### src/rtl/bbc_keyboard_scanner.sv
// BBC keyboard matrix scanner: manual column/row read-back for the system VIA,
// free-running auto-scan with a column-activity (CA2) level and sticky
// interrupt flag, and BREAK-key stretching into a fixed-length reset pulse.
module bbc_keyboard_scanner #(
    parameter int unsigned scan_divider = 16,
    parameter int unsigned num_columns  = 10,
    parameter int unsigned reset_hold   = 200
) (
    input  logic        clk,
    input  logic        clk__enable,
    input  logic        reset_n,
    input  logic        keyboard__reset_pressed,
    input  logic [63:0] keyboard__keys_down_cols_0_to_7,
    input  logic [15:0] keyboard__keys_down_cols_8_to_9,
    input  logic        keyboard_enable_n,
    input  logic [3:0]  column_select,
    input  logic [2:0]  row_select,
    input  logic        int_ack,
    output logic        key_pressed,
    output logic        column_activity,
    output logic        interrupt_pending,
    output logic [3:0]  scan_column,
    output logic        reset_out
);

    localparam int unsigned DIV_W = (scan_divider > 1) ? $clog2(scan_divider) : 1;
    localparam int unsigned RST_W = (reset_hold > 0) ? $clog2(reset_hold + 1) : 1;

    localparam logic [DIV_W-1:0] DIV_LAST  = DIV_W'(scan_divider - 1);
    localparam logic [3:0]       LAST_COL  = 4'(num_columns - 1);
    localparam logic [RST_W-1:0] HOLD_LOAD = RST_W'(reset_hold);
    localparam logic [RST_W-1:0] HOLD_ONE  = RST_W'(1);

    localparam logic MODE_MANUAL    = 1'b0;
    localparam logic MODE_AUTO_SCAN = 1'b1;

    logic             mode_q,     mode_d;
    logic [3:0]       scan_q,     scan_d;
    logic [DIV_W-1:0] div_q,      div_d;
    logic             kp_q,       kp_d;
    logic             act_q,      act_d;
    logic             pend_q,     pend_d;
    logic             brk_prev_q, brk_prev_d;
    logic [RST_W-1:0] rcnt_q,     rcnt_d;
    logic             rout_q,     rout_d;

    logic [7:0] manual_rows;
    logic [7:0] scan_rows;

    // Row byte of one matrix column; columns 10-15 are always empty.
    function automatic logic [7:0] column_rows(input logic [3:0]  col,
                                               input logic [63:0] cols_lo,
                                               input logic [15:0] cols_hi);
        logic [7:0] rows;
        rows = '0;
        if (col[3] == 1'b0)
            rows = cols_lo[{col[2:0], 3'b000} +: 8];
        else if (col[2:1] == 2'b00)
            rows = cols_hi[{col[0], 3'b000} +: 8];
        return rows;
    endfunction

    // Matrix lookups for the CPU-selected column and the auto-scan column.
    always_comb begin
        manual_rows = column_rows(column_select, keyboard__keys_down_cols_0_to_7,
                                  keyboard__keys_down_cols_8_to_9);
        scan_rows   = column_rows(scan_q, keyboard__keys_down_cols_0_to_7,
                                  keyboard__keys_down_cols_8_to_9);
    end

    // Next-state logic for the mode FSM, scan counter, read-back, interrupt and BREAK stretcher.
    always_comb begin
        mode_d     = mode_q;
        scan_d     = scan_q;
        div_d      = div_q;
        kp_d       = kp_q;
        act_d      = act_q;
        rcnt_d     = rcnt_q;
        rout_d     = rout_q;
        brk_prev_d = keyboard__reset_pressed;

        case (mode_q)
            MODE_MANUAL: begin
                kp_d  = manual_rows[row_select];
                act_d = 1'b0;
                if (!keyboard_enable_n) begin
                    mode_d = MODE_AUTO_SCAN;
                    scan_d = (column_select > LAST_COL) ? '0 : column_select;
                    div_d  = '0;
                end
            end
            default: begin
                kp_d  = scan_rows[row_select];
                // Row 0 carries SHIFT/CTRL/links and never signals activity.
                act_d = |scan_rows[7:1];
                if (keyboard_enable_n) begin
                    mode_d = MODE_MANUAL;
                end else if (div_q == DIV_LAST) begin
                    div_d  = '0;
                    scan_d = (scan_q == LAST_COL) ? '0 : scan_q + 4'd1;
                end else begin
                    div_d = div_q + 1'b1;
                end
            end
        endcase

        // A new rising edge of activity beats a simultaneous acknowledge.
        pend_d = (act_d & ~act_q) | (pend_q & ~int_ack);

        if (keyboard__reset_pressed && !brk_prev_q) begin
            rcnt_d = HOLD_LOAD;
            rout_d = 1'b1;
        end else if (rcnt_q != '0) begin
            rcnt_d = rcnt_q - 1'b1;
            rout_d = (rcnt_q != HOLD_ONE);
        end
    end

    // State registers, advancing only on enabled cycles.
    always_ff @(posedge clk or negedge reset_n) begin
        if (!reset_n) begin
            mode_q     <= MODE_MANUAL;
            scan_q     <= '0;
            div_q      <= '0;
            kp_q       <= 1'b0;
            act_q      <= 1'b0;
            pend_q     <= 1'b0;
            brk_prev_q <= 1'b0;
            rcnt_q     <= '0;
            rout_q     <= 1'b0;
        end else if (clk__enable) begin
            mode_q     <= mode_d;
            scan_q     <= scan_d;
            div_q      <= div_d;
            kp_q       <= kp_d;
            act_q      <= act_d;
            pend_q     <= pend_d;
            brk_prev_q <= brk_prev_d;
            rcnt_q     <= rcnt_d;
            rout_q     <= rout_d;
        end
    end

    assign key_pressed       = kp_q;
    assign column_activity   = act_q;
    assign interrupt_pending = pend_q;
    assign scan_column       = scan_q;
    assign reset_out         = rout_q;

endmodule

### config.mk
export PLATFORM = sky130hd
export DESIGN_NAME = bbc_keyboard_scanner
export DESIGN_NICKNAME = d
export VERILOG_FILES = /design/src/rtl/bbc_keyboard_scanner.sv
export SDC_FILE = /design/constraint.sdc
export NUM_CORES = 1
export LEC_CHECK = 0
export BUFFER_PORTS_ARGS = -buffer_cell sky130_fd_sc_hd__buf_2
export CAP_MARGIN = 20
export CORE_ASPECT_RATIO = 1.1
export CORE_MARGIN = 5
export CORE_UTILIZATION = 35
export CTS_CLUSTER_DIAMETER = 60
export DETAILED_ROUTE_END_ITERATION = 8
export GPL_ROUTABILITY_DRIVEN = 0
export GPL_TIMING_DRIVEN = 0
export HOLD_SLACK_MARGIN = 0.05
export SYNTH_ARGS = -nofsm -noshare
export SYNTH_HDL_FRONTEND = slang
export SYNTH_SLANG_ARGS = --single-unit
### constraint.sdc
create_clock -name clk -period 3.16 [get_ports clk]
set_input_delay 0.474 -clock clk [delete_from_list [all_inputs] [get_ports clk]]
set_output_delay 0.474 -clock clk [all_outputs]
set_load 0.02 [all_outputs]
==> results.cfg, run 1 <==
[drt]
vias_per_cell = 5.76
drc_errors = 0
wl_per_cell_um = 18.4
ant_nets = 0
vias = 2842
drt-initial-drc-count = 150
first_pass_iters = 5
wirelength_um = 9050

[clock_network]
root_buffer = clkbuf_8
post_cts_resized = 0
clk_latency_ns = 0.27
cts_made_buffers = 3
clk_pin_slew_ns = 0.09
postCtsSetupBuffers = 0
cts_tree = done
cts.hold.buffers_added = 0
cts_buffer_depth = 2
cts_max_level = 1
cts.sinks = 22

[synth]
synth_warnings = 0
synth_ff_type = dfrtp_1
syn_inst = 286
synth.distinct_cells = 57
yosys_register_bits = 22
synthesis.area_um2 = 2730
synth.area.top_cells = dfrtp_1 20%, mux4_2 16%, mux2i_1 11%, mux2_2 4.5%, nand2_1 3.3%
async_flop_share_pct = 100
synth.top_cells.by_count = 30 x mux2i_1, 24 x nand2_1, 22 x dfrtp_1, 19 x mux4_2, 17 x a21oi_1
ys_seq_area_share_pct = 20.2
yosys.area.top_type_share_pct = 20.2
syn_avg_cell_area_um2 = 9.54
synth_edf_count = 0
synth.net_count = 383
synth.largest_area_cell = dfrtp_1
yosysMostFrequentCell = mux2i_1

[flow_run]
cap_viol_max_count = 0

[critical_path]
crit_arrival_ns = 2.91
worst-setup-path-type = reg2reg
end_kind = register
crit_path_max_fanout = 10
cp.required_ns = 3.29
worstSetupStartpointType = register
r2r_cells = 7

[global_routing]
grt_max_degree = 23
overflow = 0
grt_pass1_vias = 3016
antenna_found_initial = 0
use_met3_pct = 3.65
grt_pass1_wl_um = 14500
grtUsageTotal_pct = 19.2
busiest_layer = met2
use_met1_pct = 24.1
grt_use_met2_pct = 32.3

[sta]
fin_tns_setup_ns = 0
fin_ws_ns = 0.375
finalCriticalPeriod_ns = 2.79
drv_slew = 0
period_share_pct = 88.1
maxSlewHeadroom_pct = 49.7
hold_viol = 0
tightest_slew_ns = 0.746
fmaxAchievable_ghz = 0.359
finClkSkew_ns = 0.00976
rsz0062_at_grt = no
setup_viol = 0

[floorplanning]
initial_core_util_pct = 36.3
core_area_um2 = 7510
die_h_um = 103
dieArea_um2 = 9660
die_x_um = 94.2
io-pin-count = 101
rows = 33

[final_layout]
nNetsFinal = 486
layout-drive-gt1-share_pct = 39.7
syn2layout_area_growth_pct = 25.4
insertedDiodeCount = 0

[power_and_ir_drop]
peakVddDrop_mv = 0.201
powerDensity_nw_per_um2 = 509
power_leakage_nw = 1.49

[placed_design]
pre_cts_ws_ns = 0.551
dpl.hpwl_um = 7270
portBuffers = 98

[run_status]
status = complete, no violations

[hold_path]
hold_path.class = in2async
## power breakdown
group | switching (mW) | total (mW) | internal, mW | leakage (nW)
registers | 0.0872 | 0.448 | 0.361 | 0.262
clock network | 0.0945 | 0.264 | 0.169 | 0.0357
logic | 0.572 | 1.03 | 0.457 | 1.19
total | 0.754 | 1.74 | 0.988 | 1.49
## kinds of logic after synthesis
group | Yosys count | share of synthesized area, %
adders and majority gates | 4 | 1.83
buffers and inverters | 30 | 6.01
muxes | 63 | 34.1
DFF | 22 | 20.2
xor gates and xnor gates | 5 | 1.60
AOI/OAI and AO/OA | 80 | 20.5
and+or+nand+nor | 82 | 15.8
## final cells by class
| class | count | area (µm²) |
|---|---|---|
| fill | 770 | 4090 |
| multi-input combinational | 234 | 2010 |
| sequential | 22 | 551 |
| timing repair buffer | 98 | 490 |
| tap | 105 | 131 |
| buffer | 21 | 130 |
| clock buffer | 3 | 41.3 |
| inverter | 9 | 33.8 |
| clock inverter | 1 | 30.0 |
## layer usage
metal,vias to the layer above,part of all wire (%),wire length [µm]
li1,1328,-,-
met2,149,48,4310
met5,-,0,0
met3,29,8.1,735
met4,0,3.7,331
met1,1336,41,3680
## worst max-delay path, cell delays in order (launching register included)
cell and delay (ns):
dfrtp_1 0.49, buf_2 0.32, clkbuf_1 0.40, nor3_1 0.11, o32ai_1 0.53, nand4_1 0.18, nor4_1 0.47, o31ai_1 0.13
## worst paths after layout
kind,from,end,slack [ns]
min in group clk,keyboard__reset_pressed,brk_prev_q$_DFFE_PN0P_,0.46
setup / recovery,scan_column[1]$_DFFE_PN0P_,interrupt_pending$_DFFE_PN0P_,0.37
max in group asynchronous,reset_n,rcnt_q[6]$_DFFE_PN0P_,2.64
hold / removal,reset_n,rcnt_q[3]$_DFFE_PN0P_,0.16
setup reg to reg,scan_column[1]$_DFFE_PN0P_,interrupt_pending$_DFFE_PN0P_,0.37
hold reg to reg,reset_out$_DFFE_PN0P_,reset_out$_DFFE_PN0P_,0.48
## cells in the final DEF, fill, tap and decap left out, types with 6 or more instances in the layout
cell type  count
inv_1          8
mux4_2        19
a21oi_1       17
o21ai_0       14
mux2i_1       30
o31ai_1        8
mux2_2        11
nand2_1       24
nor3_1        10
dfrtp_1       22
buf_2        106
nor2b_1        6
o22ai_1        9
nor2_1        14
a22oi_1        6
## registers in the layout, indices dropped and copies added, names as in the netlist
register	cells
brk_prev_q	1
column_activity	1
div_q	4
interrupt_pending	1
key_pressed	1
mode_q	1
rcnt_q	8
reset_out	1
scan_column	4
## per-stage QoR
stage / hold WS [ns] / util, % / area [µm²] / power (mW) / std cells
4_1_cts: 0.180 / 45.5 / 3420 / 1.74 / 493
2_1_floorplan: 0.178 / - / 2730 / 1.15 / 286
3_3_place_gp: 0.462 / 44.6 / 3350 / 1.46 / 489
6_report: 0.164 / 45.5 / 3420 / 1.74 / 493
5_1_grt: 0.202 / 45.5 / 3420 / 1.86 / 493
3_5_place_dp: 0.471 / 44.6 / 3350 / 1.47 / 489
No activity file was read; power rests on OpenSTA's default activity.
==> inputs of run 2 (changes only) <==
--- a/config.mk
+++ b/config.mk
@@ -15,6 +15,7 @@
 export GPL_ROUTABILITY_DRIVEN = 0
 export GPL_TIMING_DRIVEN = 0
 export HOLD_SLACK_MARGIN = 0.05
+export PLACE_DENSITY = 0.66
 export SYNTH_ARGS = -nofsm -noshare
 export SYNTH_HDL_FRONTEND = slang
 export SYNTH_SLANG_ARGS = --single-unit
==> run 2 against run 1 <==
Sequential share of layout area is essentially flat. Sequential power is essentially flat. Die area did not move. Worst setup slack improved by 0.15 ns. Power shrank 0.99%. Register-to-register slack improved by 0.15 ns. Global-route usage is 0.49 points lower. Final cell count rose by 0.20%. Utilization about the same. Clock skew down 0.0077 ns. Flip-flop and latch count is the same.
==> results.cfg, run 2 (synthesis results as in run 1) <==
[floorplanning]
io-pin-count = 101
dieArea_um2 = 9660
initial_core_util_pct = 36.3
rows = 33
die_x_um = 94.2
die_h_um = 103
core_area_um2 = 7510

[clock_network]
clk_pin_slew_ns = 0.08
cts_made_buffers = 3
root_buffer = clkbuf_8
clk_latency_ns = 0.26
postCtsSetupBuffers = 0
cts.sinks = 22
cts_buffer_depth = 2
cts_max_level = 1
cts.hold.buffers_added = 0
cts_tree = done
post_cts_resized = 0

[drt]
drc_errors = 0
first_pass_iters = 7
vias_per_cell = 5.84
wirelength_um = 8990
wl_per_cell_um = 18.2
vias = 2887
ant_nets = 0
drt-initial-drc-count = 175

[critical_path]
cp_common_cell = buf_4
crit_cells = 7
worst-setup-path-type = reg2reg
slowest_stage = o311ai_0
critPathTopFamily = compound AO/OA/AOI/OAI gates
r2r_cells = 7
critPathMaxStageDelay_ns = 0.75
cp_num_buf_inv = 3
crit_arrival_ns = 2.77
worstSetupStartpointType = register
end_kind = register
crit_path_cell_trace = buf_6, buf_4, buf_4, o311ai_0, nand4_1, nor4_1, o31ai_1
cp.required_ns = 3.30
crit_path_max_fanout = 10

[final_layout]
fill_cells = 750
regMostFlops = rcnt_q
largest_reg_flops = 8
layout_common_cells = 106 x buf_2, 30 x mux2i_1, 24 x nand2_1, 22 x dfrtp_1, 19 x mux4_2
final_area_um2 = 3420
final_common_cell = buf_2
final_cells = 494
layout-drive-gt1-share_pct = 39.7
syn2layout_area_growth_pct = 25.5
nNetsFinal = 486
final_util_pct = 45.6

[sta]
fmaxAchievable_ghz = 0.380
setup_viol = 0
rsz0062_at_grt = no
fin_ws_ns = 0.527
finalCriticalPeriod_ns = 2.63
hold_viol = 0
tightest_slew_ns = 0.834
maxSlewHeadroom_pct = 43.7
finClkSkew_ns = 0.00205
period_share_pct = 83.3
drv_slew = 0
fin_tns_setup_ns = 0

[power_and_ir_drop]
power.clock.fraction_pct = 15.2
power_frac_seq_pct = 25.8
powerDensity_nw_per_um2 = 504
peakVddDrop_mv = 0.271
power_leakage_nw = 1.49
p_switching_mw = 0.737
p_comb_share_pct = 59.0
p_sw_share_pct = 42.7
p_int_mw = 0.988

[global_routing]
use_met1_pct = 24.7
grt_pass1_vias = 2969
antenna_found_initial = 0
grtUsageTotal_pct = 18.7
overflow = 0
grt_pass1_wl_um = 14500
use_met3_pct = 2.77
grt_use_met2_pct = 32.0
grt_max_degree = 23
busiest_layer = met2

[run_status]
status = complete, no violations

[hold_path]
hold_path.class = in2async

[placed_design]
portBuffers = 98
dp_cells = 489
placed_area_um2 = 3350
pre_cts_ws_ns = 0.615
dpl.hpwl_um = 7270

[flow_run]
cap_viol_max_count = 0
-- run 2: cell types whose count changed in the layout (fill, tap and decap cells not counted), sizes merged --
cell   before  now
diode       0    1
-- run 2: area by class of cell --
cell class                      count  area [µm²]  share of cell area (%)
Clock inverter                      1        30.0                   0.877
Antenna cell                        1        2.50                  0.0731
Buffer                             21         130                    3.80
Clock buffer                        3        41.3                    1.21
Timing Repair Buffer               98         490                    14.3
Multi-Input combinational cell    234        2010                    58.8
Inverter                            9        33.8                   0.986
Tap cell                          105         131                    3.84
Sequential cell                    22         551                    16.1
-- run 2: power groups by stage --
stage	registers [mW]	logic (mW)	clock network (mW)
2_1_floorplan	0.459	0.692	0
3_3_place_gp	0.446	0.993	0
3_5_place_dp	0.447	1.00	0
4_1_cts	0.444	1.01	0.270
5_1_grt	0.458	1.12	0.283
6_report	0.445	1.02	0.262
-- run 2: metrics by stage --
step	power, mW	hold WS [ns]
2_1_floorplan	1.15	0.178
3_3_place_gp	1.44	0.461
3_5_place_dp	1.45	0.465
4_1_cts	1.72	0.188
5_1_grt	1.86	0.202
6_report	1.72	0.172
-- run 2: final timing paths --
check                      slack (ns)                  startpoint                       endpoint
setup / recovery                 0.53  scan_column[0]$_DFFE_PN0P_  interrupt_pending$_DFFE_PN0P_
hold / removal                   0.17                     reset_n          rcnt_q[3]$_DFFE_PN0P_
setup reg to reg                 0.53  scan_column[0]$_DFFE_PN0P_  interrupt_pending$_DFFE_PN0P_
hold reg to reg                  0.48       reset_out$_DFFE_PN0P_          reset_out$_DFFE_PN0P_
max in group asynchronous        2.64                     reset_n           div_q[2]$_DFFE_PN0P_
min in group clk                 0.45     keyboard__reset_pressed         brk_prev_q$_DFFE_PN0P_
-- run 2: layer usage --
| metal | wire, µm | part of all wire, % | up-vias |
|---|---|---|---|
| li1 | - | - | 1329 |
| met2 | 4330 | 48 | 183 |
| met3 | 788 | 8.8 | 21 |
| met5 | 0 | 0 | - |
| met4 | 204 | 2.3 | 0 |
| met1 | 3670 | 41 | 1354 |
